--- src/rtl/spart_pkg.sv ---
// Shared SPART definitions: frame geometry and receive FSM state encoding.
// Used by the receive stage, transmit stage and baud generator.
package spart_pkg;

  localparam int unsigned SPART_OVERSAMPLE = 16;
  localparam int unsigned SPART_DATA_BITS  = 8;

  typedef enum logic [1:0] {
    RX_IDLE  = 2'd0,
    RX_START = 2'd1,
    RX_DATA  = 2'd2,
    RX_STOP  = 2'd3
  } rx_state_t;

endpackage

--- src/rtl/spart_sync2.sv ---
// Two-flop synchroniser for a single asynchronous input; reset value is selectable
// so idle-high lines do not look like activity coming out of reset.
module spart_sync2 #(
  parameter logic RESET_VAL = 1'b1
) (
  input  logic clk,
  input  logic rst,
  input  logic d_i,
  output logic q_o
);

  logic meta_q;
  logic sync_q;

  always_ff @(posedge clk) begin
    if (rst) begin
      meta_q <= RESET_VAL;
      sync_q <= RESET_VAL;
    end else begin
      meta_q <= d_i;
      sync_q <= meta_q;
    end
  end

  assign q_o = sync_q;

endmodule

--- src/rtl/spart_rx.sv ---
// SPART receive stage: 8N1 deserialiser driven by oversampling enable pulses,
// holding the last good byte with data-available, framing and overrun flags.
module spart_rx
  import spart_pkg::*;
#(
  parameter int unsigned OVERSAMPLE = SPART_OVERSAMPLE,
  parameter int unsigned DATA_BITS  = SPART_DATA_BITS
) (
  input  logic                 clk,
  input  logic                 rst,
  input  logic                 rxd,
  input  logic                 brg_en,
  input  logic                 clr_rda,
  output logic [DATA_BITS-1:0] rx_data,
  output logic                 rda,
  output logic                 ferr,
  output logic                 ovr
);

  localparam int unsigned TICK_W = $clog2(OVERSAMPLE);
  localparam int unsigned BIT_W  = (DATA_BITS > 2) ? $clog2(DATA_BITS) : 1;

  localparam logic [TICK_W-1:0] TICK_MID  = TICK_W'(OVERSAMPLE / 2 - 1);
  localparam logic [TICK_W-1:0] TICK_LAST = TICK_W'(OVERSAMPLE - 1);
  localparam logic [BIT_W-1:0]  BIT_LAST  = BIT_W'(DATA_BITS - 1);

  logic rxd_s;

  rx_state_t state_q, state_d;

  logic [TICK_W-1:0]    tick_q, tick_d;
  logic [BIT_W-1:0]     bit_q, bit_d;
  logic [DATA_BITS-1:0] shreg_q, shreg_d;
  logic [DATA_BITS-1:0] rx_data_q, rx_data_d;
  logic                 rda_q, rda_d;
  logic                 ferr_q, ferr_d;
  logic                 ovr_q, ovr_d;

  logic start_mid;
  logic data_sample;
  logic stop_sample;

  spart_sync2 #(.RESET_VAL(1'b1)) u_rxd_sync (
    .clk (clk),
    .rst (rst),
    .d_i (rxd),
    .q_o (rxd_s)
  );

  // Sampling points: middle of the start bit, then one full bit period apart.
  assign start_mid   = brg_en && (state_q == RX_START) && (tick_q == TICK_MID);
  assign data_sample = brg_en && (state_q == RX_DATA)  && (tick_q == TICK_LAST);
  assign stop_sample = brg_en && (state_q == RX_STOP)  && (tick_q == TICK_LAST);

  always_ff @(posedge clk) begin
    if (rst) begin
      state_q <= RX_IDLE;
    end else begin
      state_q <= state_d;
    end
  end

  always_comb begin
    state_d = state_q;
    case (state_q)
      RX_IDLE:  if (brg_en && !rxd_s) state_d = RX_START;
      RX_START: if (start_mid) state_d = rxd_s ? RX_IDLE : RX_DATA;
      RX_DATA:  if (data_sample && (bit_q == BIT_LAST)) state_d = RX_STOP;
      RX_STOP:  if (stop_sample) state_d = RX_IDLE;
      default:  state_d = RX_IDLE;
    endcase
  end

  always_ff @(posedge clk) begin
    if (rst) begin
      tick_q    <= '0;
      bit_q     <= '0;
      shreg_q   <= '0;
      rx_data_q <= '0;
      rda_q     <= 1'b0;
      ferr_q    <= 1'b0;
      ovr_q     <= 1'b0;
    end else begin
      tick_q    <= tick_d;
      bit_q     <= bit_d;
      shreg_q   <= shreg_d;
      rx_data_q <= rx_data_d;
      rda_q     <= rda_d;
      ferr_q    <= ferr_d;
      ovr_q     <= ovr_d;
    end
  end

  always_comb begin
    tick_d    = tick_q;
    bit_d     = bit_q;
    shreg_d   = shreg_q;
    rx_data_d = rx_data_q;
    rda_d     = rda_q;
    ferr_d    = ferr_q;
    ovr_d     = ovr_q;

    if (brg_en) begin
      if (state_q == RX_IDLE || start_mid) begin
        tick_d = '0;
      end else begin
        tick_d = tick_q + TICK_W'(1);
      end
    end

    if (start_mid) begin
      bit_d = '0;
    end

    if (data_sample) begin
      shreg_d = {rxd_s, shreg_q[DATA_BITS-1:1]};
      if (bit_q != BIT_LAST) begin
        bit_d = bit_q + BIT_W'(1);
      end
    end

    if (clr_rda) begin
      rda_d = 1'b0;
      ovr_d = 1'b0;
    end

    // A load in the same cycle as a read overrides the clear.
    if (stop_sample) begin
      if (rxd_s) begin
        rx_data_d = shreg_q;
        rda_d     = 1'b1;
        ferr_d    = 1'b0;
        ovr_d     = ovr_q | rda_q;
      end else begin
        ferr_d = 1'b1;
      end
    end
  end

  assign rx_data = rx_data_q;
  assign rda     = rda_q;
  assign ferr    = ferr_q;
  assign ovr     = ovr_q;

endmodule
--- config.mk ---
export PLATFORM = sky130hd
export DESIGN_NAME = spart_rx
export DESIGN_NICKNAME = d
export VERILOG_FILES = /design/src/rtl/spart_pkg.sv /design/src/rtl/spart_sync2.sv /design/src/rtl/spart_rx.sv
export SDC_FILE = /design/constraint.sdc
export NUM_CORES = 1
export LEC_CHECK = 0
export ABC_CLOCK_PERIOD_IN_PS = 1700
export CELL_PAD_IN_SITES_DETAIL_PLACEMENT = 1
export CELL_PAD_IN_SITES_GLOBAL_PLACEMENT = 1
export CORE_MARGIN = 3
export CORE_UTILIZATION = 28
export DETAILED_ROUTE_END_ITERATION = 8
export PLACE_DENSITY_LB_ADDON = 0.1
export SYNTH_ARGS = -nofsm -noshare
export SYNTH_HDL_FRONTEND = slang
export SYNTH_SLANG_ARGS = --single-unit
--- constraint.sdc ---
create_clock -name clk -period 1.7 [get_ports clk]
set_input_delay 0.255 -clock clk [delete_from_list [all_inputs] [get_ports clk]]
set_output_delay 0.255 -clock clk [all_outputs]
set_load 0.01 [all_outputs]
==> results of run 1 <==
## kinds of logic after synthesis
group           Yosys count
mux                      17
fa+ha+maj                 3
compound gates           17
simple gates             53
buf+inv                  14
flops                    30
## metrics by stage
step	worst slack, ps	util	TNS, ps	hold WS, ps
floorplan	315	-	0	359
global placement	25.0	0.357	0	393
detailed placement	-1.50	0.357	-1.50	401
CTS	236	0.382	0	415
global route	160	0.382	0	430
finish	232	0.382	0	411
## per-layer routing
| layer | vias up | global-route usage | routed length [um] |
|---|---|---|---|
| met3 | 5 | 0.0343 | 97 |
| met2 | 15 | 0.159 | 1230 |
| met4 | 0 | 0.0583 | 46 |
| li1 | 525 | - | - |
| met1 | 503 | 0.160 | 1580 |
| met5 | - | 0 | 0 |
## cells in the mapped netlist (4+ instances only)
master    number  share of area
mux2i_1       17           0.13
nor2_1         4          0.011
clkbuf_1       4          0.011
nor3b_1        4          0.022
nand4b_1       4          0.026
inv_1          5          0.014
nand2b_1      20          0.092
a21oi_1        5          0.018
dfxtp_1       30           0.44
## path summary, 6_finish.rpt
path / from / endpoint
worst min register to register: u_rxd_sync.meta_q / u_rxd_sync.q_o
worst max-delay path: tick_q[0] / bit_q[2]
worst max register to register: tick_q[0] / bit_q[2]
worst min-delay path: u_rxd_sync.meta_q / u_rxd_sync.q_o
## flip-flops by register name (all words and copies together) (netlist names), named ones only
register and cells:
tick_q 4, ovr 1, rx_data 8, ferr 1, bit_q 3, shreg_q 8, u_rxd_sync.q_o 1, rda 1
state_q 1, u_rxd_sync.meta_q 1
## layout make-up
type	instances	area, um^2	area share
clock buffers	6	82.6	0.0480
inverters	5	18.8	0.0109
well taps	52	65.1	0.0378
clock inverters	1	30.0	0.0174
repair buffers	28	248	0.144
flip-flops and latches	30	601	0.349
multi-input cells	90	677	0.393
## power by group
| part | switching, uW | internal, uW | total [uW] |
|---|---|---|---|
| clock | 259 | 468 | 727 |
| combinational | 24.9 | 31.7 | 56.6 |
| sequential | 4.91 | 706 | 711 |
| total | 289 | 1210 | 1500 |
## worst max-delay path, cell delays in order, from the launching register on
cell and delay (ps):
dfxtp_1 340, ha_1 200, buf_4 170, nor3b_1 150, and2_1 210, o41ai_1 300
==> summary.txt, run 1 <==
Logic synthesis
  • Async SR Flop Fraction: 0
  • Compound-Gate Fraction of Synth Area: 0.0951
  • Post-synthesis instance total: 134
  • Distinct cells, synth: 32
  • Simple-Gate Fraction of Synth Area: 0.251
  • Register area share after synthesis: 0.443
  • Yosys reg bits: 30
  • Synth Flop Type: dfxtp_1
  • Combinational family with the most area after synthesis: simple AND/OR/NAND/NOR gates
  • Post-Syn Area per Cell: 10.1 um^2
  • Post-Synth Adder-Cell Area: 0.0277
  • YS warnings: 0
  • Post-Synth XOR/XNOR Area: 0
  • Syn nets: 142
  • Mapped Area: 1360 um^2
  • Mux cell area share after synthesis: 0.126
  • Number of flops mapped to enable cells by yosys: 0

Die
  • Die height: 75.6 um
  • Initial Utilization: 0.301
  • # rows: 24
  • Die area: 5710 um^2
  • Core area: 4500 um^2
  • Die Span X: 75.6 um
  • IO Pins: 16

STA
  • Endpoints failing setup: 0
  • Final Slew Violations: 0
  • Rel. slew slack: 0.709
  • Fmax: 0.681 GHz
  • RSZ-0062 raised after global routing: no
  • Worst Skew: 4.56 ps
  • Fin. Hold Viols: 0
  • Tmin final: 1470 ps
  • Final period util: 0.864
  • Slew @ Worst Pin: 435 ps

Cells and area
  • Fraction of layout cells with a size suffix above 1: 0.175
  • Commonest non-fill, non-tap cell in the layout: dfxtp_1
  • Most frequent cells in the layout: dfxtp_1, nand2b_1, mux2i_1
  • Final instance area: 1720 um^2
  • Ant. Diodes: 0
  • Area growth from synthesis to layout: 27.1%
  • Filler instances: 520
  • Nets: 168
  • Non-Filler Instances: 212

Setup path
  • Data arrival, critical path: 1640 ps
  • R2R depth: 5
  • Crit. End Element: flip-flop
  • CP Max Fanout: 11
  • Critical Path RT: 1870 ps
  • Startpoint types: flip-flop
  • CP Class: flip-flop to flip-flop
  • R2R Setup Slk: 230 ps

Detailed routing
  • Final wirelength: 2960 um
  • DR pass1 iterations: 4
  • Wire length per cell: 14.0 um
  • Detailed Route Iter0 Violations: 29
  • Drt via density: 4.94
  • Antenna viol nets, final: 0
  • Routed via count: 1048
  • Post-route DRC: 0

Placement
  • DP HPWL: 2150 um
  • Routability cong.: 0.710
  • Port bufs: 15
  • Placed cells: 205
  • Placed Area: 1610 um^2

CTS
  • CTS tree: done
  • CTS Sinks: 30
  • CTS root buffer: clkbuf_8
  • Num CTS Buffers: 5
  • Post-CTS Setup Inserts: 0
  • Hold-fix buffers at CTS: 0
  • Worst-Skew Late Latency: 280 ps
  • H-Tree Depth: 2
  • Max clock buf depth: 2
  • Post-cts sizing count: 0
  • Reg clk slew, reported paths: 60 ps

Global routing
  • Number of global-route vias before repair: 1015
  • Largest net degree at the start of global routing: 14
  • Global-route wire length before repair: 4900 um
  • GRT overflow: 0
  • Initial antenna violation count: 0
  • Tot GR Track Use: 0.115

Power
  • Peak supply drop: 0.359 mV
  • Tot Pwr: 1500 uW
  • Static leakage: 0.000717 uW
  • Pwr Density: 869 nW/um^2

Hold path
  • Hold WC Path Type: flip-flop to flip-flop
  • Hold depth: 1

Outcome
  • Run status: finished, final reports clean

Flow run
  • Max-Cap Viols: 0
Power figures use the tool's default switching activity.
==> run 2, diff against run 1 <==
Settings changed: GPL_TIMING_DRIVEN set to 0.
==> run 2 against run 1 <==
Net effect: sequential power about the same; clock power decreased by 27%; setup slack got worse by 110 ps; via count decreased by 2.1%; critical path depth fell by 1; critical endpoint is now shreg_q[6]; clock-buffer cell count down 1; first-iteration DRC count up 3.4%; final area decreased by 4.8%; largest power group is now registers; die area unchanged; largest cell class unchanged.
==> summary.txt, run 2 (synthesis results as in run 1) <==
Outcome
  • Run status: finished, final reports clean

Detailed routing
  • DR pass1 iterations: 4 (unchanged)
  • Routed via count: 1026 (-2.1%)
  • Wire length per cell: 14.6 um (+4.7%)
  • Drt via density: 4.98 (+0.75%)
  • Antenna viol nets, final: 0 (unchanged)
  • Detailed Route Iter0 Violations: 30 (+3.4%)
  • Final wirelength: 3010 um (+1.7%)
  • Post-route DRC: 0 (unchanged)

STA
  • Endpoints failing setup: 0 (unchanged)
  • Fin. Hold Viols: 0 (unchanged)
  • Setup TNS: 0 ps (unchanged)
  • Final period util: 0.927 (+0.0637)
  • Slew @ Worst Pin: 599 ps (+165 ps)
  • Fmax: 0.634 GHz (-6.9%)
  • RSZ-0062 raised after global routing: no
  • Tmin final: 1580 ps (+108 ps)
  • Final Slew Violations: 0 (unchanged)
  • Setup WS post-layout: 123 ps (-108 ps)
  • Rel. slew slack: 0.600 (-0.109)
  • Worst Skew: 2.93 ps (-1.63 ps)

CTS
  • CTS root buffer: clkbuf_8
  • H-Tree Depth: 2 (unchanged)
  • Worst-Skew Late Latency: 270 ps (about the same)
  • CTS Sinks: 30 (unchanged)
  • Hold-fix buffers at CTS: 0 (unchanged)
  • Reg clk slew, reported paths: 60 ps (about the same)
  • Num CTS Buffers: 5 (unchanged)
  • CTS tree: done
  • Max clock buf depth: 2 (unchanged)

Global routing
  • Met2 Use GR: 0.200 (+0.0412)
  • Number of global-route vias before repair: 1139 (+12%)
  • Global-route wire length before repair: 5330 um (+8.9%)
  • Initial antenna violation count: 0 (unchanged)
  • GRT overflow: 0 (unchanged)
  • Largest net degree at the start of global routing: 11 (-3)
  • Tot GR Track Use: 0.125 (+0.0103)
  • Top Usage Layer GRT: met2
  • Met3 Use GR: 0.0369 (+0.00264)
  • Met1 capacity usage during global routing: 0.157 (-0.00335)

Setup path
  • CP Class: flip-flop to flip-flop
  • WP depth: 4 (-1)
  • Crit. Startpoint: tick_q[0]
  • Delay-heaviest family, CP: simple AND/OR/NAND/NOR gates
  • Startpoint types: flip-flop
  • Worst R2R Start: tick_q[0]
  • Crit-path cells: ha_1 -> buf_2 -> nor3b_1 -> mux2i_1
  • Slowest cell delay on critical path: 420 ps (+80 ps)
  • Worst path slowest cell: nor3b_1
  • Worst setup path endpoint: shreg_q[6]
  • CP Max Fanout: 10 (-1)
  • Data arrival, critical path: 1770 ps (+130 ps)
  • R2R Setup Slk: 120 ps (-110 ps)
  • Critical Path RT: 1900 ps (+30 ps)
  • R2R depth: 4 (-1)
  • WP buf/inv: 1 (unchanged)
  • Crit. End Element: flip-flop
  • RR Endpoint: shreg_q[6]

Hold path
  • Hold depth: 2 (+1)
  • Hold WC Path Type: primary input to flip-flop

Cells and area
  • Reg area: 601 um^2 (unchanged)
  • Ant. Diodes: 0 (unchanged)
  • Filler instances: 531 (+2.1%)
  • Area growth from synthesis to layout: 21.0%
  • Fraction of layout cells with a size suffix above 1: 0.143 (-0.0321)
  • Most frequent cells in the layout: dfxtp_1, nand2b_1, mux2i_1
  • Nets: 162 (-3.6%)
  • Commonest non-fill, non-tap cell in the layout: dfxtp_1
  • Multi-input gate area: 687 um^2 (+1.5%)

Die
  • Die Span X: 75.6 um (unchanged)
  • Die height: 75.6 um (unchanged)
  • Core area: 4500 um^2 (unchanged)
  • Initial Utilization: 0.301 (unchanged)
  • Die area: 5710 um^2 (unchanged)
  • # rows: 24 (unchanged)
  • IO Pins: 16 (unchanged)

Placement
  • Post-Place Worst Slack: 87.9 ps (+89.4 ps)
  • Port bufs: 13 (-2)
  • Routability cong.: 0.791 (+12%)
  • DP HPWL: 2140 um (-0.33%)

Power
  • Peak supply drop: 0.410 mV (+14%)
  • Static leakage: 0.000670 uW (-6.5%)
  • Pwr Density: 790 nW/um^2 (-9.1%)
  • Tot Pwr: 1290 uW (-13%)

Flow run
  • Max-Cap Viols: 0 (unchanged)
==> run 2: cell count changes in the layout (fill, tap and decap cells not counted), sizes merged <==
cell / delta
buf: -8
bufinv: -1
clkbuf: +3
clkdlybuf4s50: -2
clkinv: +2
==> run 2: timing repair <==
action	in CTS	in global routing
setup endpoints to repair	0	5
buffers inserted	0	0
resized for setup	0	2
==> run 2: final cells by class <==
class,instances,share of cell area
repair buffers,13,0.0794
clock inverters,2,0.00611
multi-input cells,90,0.419
well taps,52,0.0397
plain buffers,9,0.0359
inverters,5,0.0115
flip-flops and latches,30,0.366
clock buffers,5,0.0420
==> run 2: worst reg2reg max path, delay by kind of cell, from the launching register on <==
family	cells	cell delay (ps)
and+or+nand+nor	1	430
muxes	1	260
DFF	1	380
adders and majority gates	1	200
buffers and inverters	1	230
==> run 2: where the power goes <==
| part | switching [uW] | internal, uW | leakage (uW) |
|---|---|---|---|
| clock | 260 | 274 | 0.0000438 |
| combinational | 27.3 | 23.7 | 0.000384 |
| sequential | 2.93 | 706 | 0.000242 |
| total | 290 | 1000 | 0.000670 |
==> run 2: worst min-delay path by stage <==
stage	start	to	slack, ps
after CTS	brg_en	tick_q[1]	220
after detailed placement	u_rxd_sync.meta_q	u_rxd_sync.q_o	400
after floorplan	rxd	u_rxd_sync.meta_q	360
final	brg_en	tick_q[1]	220
after global routing	brg_en	tick_q[1]	230
after global placement	u_rxd_sync.meta_q	u_rxd_sync.q_o	400
==> run 2: through the flow <==
stage	cell area [um^2]	instances	hold slack, ps	utilization
2_1_floorplan	1360	134	359	-
3_3_place_gp	1550	199	396	0.344
3_5_place_dp	1550	199	397	0.344
4_1_cts	1630	206	215	0.362
5_1_grt	1640	206	226	0.364
6_report	1640	206	224	0.364
==> run 2: layer usage <==
| layer | part of all wire | vias to the layer above | routed length, um |
|---|---|---|---|
| met1 | 0.50 | 492 | 1500 |
| met5 | 0 | - | 0 |
| li1 | - | 513 | - |
| met3 | 0.029 | 5 | 87 |
| met4 | 0.014 | 0 | 42 |
| met2 | 0.46 | 16 | 1370 |
==> variant: new RTL, flow settings as in run 2 <==
`SPART_DATA_BITS`: 8 -> 16.
--- a/src/rtl/spart_pkg.sv
+++ b/src/rtl/spart_pkg.sv
@@ -5,3 +5,3 @@
   localparam int unsigned SPART_OVERSAMPLE = 16;
-  localparam int unsigned SPART_DATA_BITS  = 8;
+  localparam int unsigned SPART_DATA_BITS  = 16;
 
Interface: changed (resized rx_data); port bits go from 16 to 24. No check against the original RTL was run, so the function may have changed too.
==> variant against run 2 <==
Area after synthesis grew 55%. Sequential share of layout area shrank 0.10 points. Final area grew 58%. Non-clock buffer count grew 27. Worst setup slack lost 0.087 ns. Via count grew 90%. Clock power grew 64%. Worst hold slack gained 0.079 ns. Total power grew 60%. Routed wire length grew 110%. First-iteration DRC count grew 140%. Sequential cell count grew 17.
==> variant: results (changes against run 2) <==
Final layout
  – Final Instance Count excl. Fillers: 360 (was 206)
  – FILL cells: 851 (was 531)
  – Fraction of layout cells with a size suffix above 1: 12.12% (was 14.29%)

Synth
  – Syn_nets: 241 (was 142)
  – Ys flop type: dfxtp_1 (unchanged)
  – Post-synthesis sequential area ratio: 44.74% (was 44.32%)
  – Synthesized area per cell: 8.988 µm² (was 10.11 µm²)
  – Synth top area cells: dfxtp_1 (45%), o31ai_1 (11%), nand4_1 (10%) (was dfxtp_1 (44%), mux2i_1 (13%), nand2b_1 (9.2%))
  – Most frequent cells after synthesis: dfxtp_1 (47), a21oi_1 (37), nand4_1 (34), o31ai_1 (32), clkbuf_1 (18) (was dfxtp_1 (30), nand2b_1 (20), mux2i_1 (17), a21oi_1 (5), inv_1 (5))

Power
  – Leak: 0.8150 nW (was 0.6700 nW)
  – Peak supply drop: 0.3379 mV (was 0.4095 mV)

Setup path
  – R2r endpoint: bit_q[0] (was shreg_q[6])
  – Crit path from: bit_q[0] (was tick_q[0])
  – Critical path arrival: 1.87 ns (was 1.77 ns)
  – Worst r2r src: bit_q[0] (was tick_q[0])
  – R2R depth: 4 (unchanged)
  – Critical path peak fanout: 5 (was 10)
  – Worst setup endpoint: bit_q[0] (was shreg_q[6])

STA
  – Fmax: 0.6010 GHz (was 0.6343 GHz)
  – Layout Skew: 0.01152 ns (was 0.002927 ns)

Drt
  – Vias per inst: 5.417 (was 4.981)
  – DRT iter0 DRCs: 73 (was 30)
  – Final WL: 6393 µm (was 3008 µm)

Placed design
  – Worst slack, placed: -0.1604 ns (was 0.08787 ns)
  – Final weighted congestion in routability-driven placement: 0.7741 (was 0.7914)
  – Port Buffers: 22 (was 13)
  – Placed insts: 352 (was 199)
  – DP HPWL: 4350 µm (was 2141 µm)
  – Cell Area, Placed: 2444 µm² (was 1550 µm²)

Clock tree
  – Root buffer cell: clkbuf_8 (unchanged)
  – Worst skew pair latency: 0.31 ns (was 0.27 ns)
  – Worst-path clk slew: 0.09 ns (was 0.06 ns)

Global route
  – First-pass GRT wire length: 10,980 µm (was 5333 µm)
  – Vias in the first global route: 2,052 (was 1,139)
  – Largest net degree at the start of global routing: 17 (was 11)

Outcome
  – Status: finished clean (unchanged)
## variant: area by class of cell
cell class | count | area, µm² | share of cell area [%]
clock inverter | 3 | 47.55 | 1.837
multi-input combinational | 156 | 1049 | 40.50
inverter | 4 | 15.01 | 0.5800
sequential | 47 | 945.9 | 36.54
timing repair buffer | 22 | 220.2 | 8.507
clock buffer | 5 | 68.82 | 2.658
tap | 96 | 120.1 | 4.640
buffer | 27 | 122.6 | 4.737
## variant: cells by family (layout without fill, tap and decap cells)
logic type	Yosys count	after routing	share of synthesized area, %
flops	47	47	44.74
mux	3	3	1.666
compound gates	81	81	24.81
fa+ha+maj	2	2	1.190
buf+inv	31	61	6.127
xor+xnor	3	3	1.249
simple gates	67	67	20.23
## variant: worst max-delay path, cell delays in order, from the launching register on
cell     delay (ns)
dfxtp_1        0.36
ha_2           0.22
and3_1         0.22
or4_4          0.45
mux2_4         0.31
## variant: repair_timing
item / 4_1_cts / 5_1_grt
gates resized for setup: 4 / 13
endpoints found under the setup margin: 20 / 29
hold endpoints to repair: 0 / 0
## variant: how the worst min path moves through the flow
stage / from / endpoint / slack, ns
finish: brg_en / tick_q[0] / 0.30
floorplan: rxd / u_rxd_sync.meta_q / 0.36
CTS: brg_en / tick_q[0] / 0.30
global route: brg_en / tick_q[0] / 0.32
detailed placement: u_rxd_sync.meta_q / u_rxd_sync.q_o / 0.41
global placement: u_rxd_sync.meta_q / u_rxd_sync.q_o / 0.41
## variant: per-layer routing
metal,vias to the layer above,routed length [µm],global-route usage (%)
li1,970,-,-
met1,946,3059,21.05
met2,28,3038,27.07
met3,6,221,3.087
met4,0,74,4.762
met5,-,0,0
## variant: report_power, final
group	internal [mW]	switching [mW]	total, mW
sequential	1.10	0.00528	1.11
combinational	0.0224	0.0550	0.0774
clock	0.447	0.431	0.878
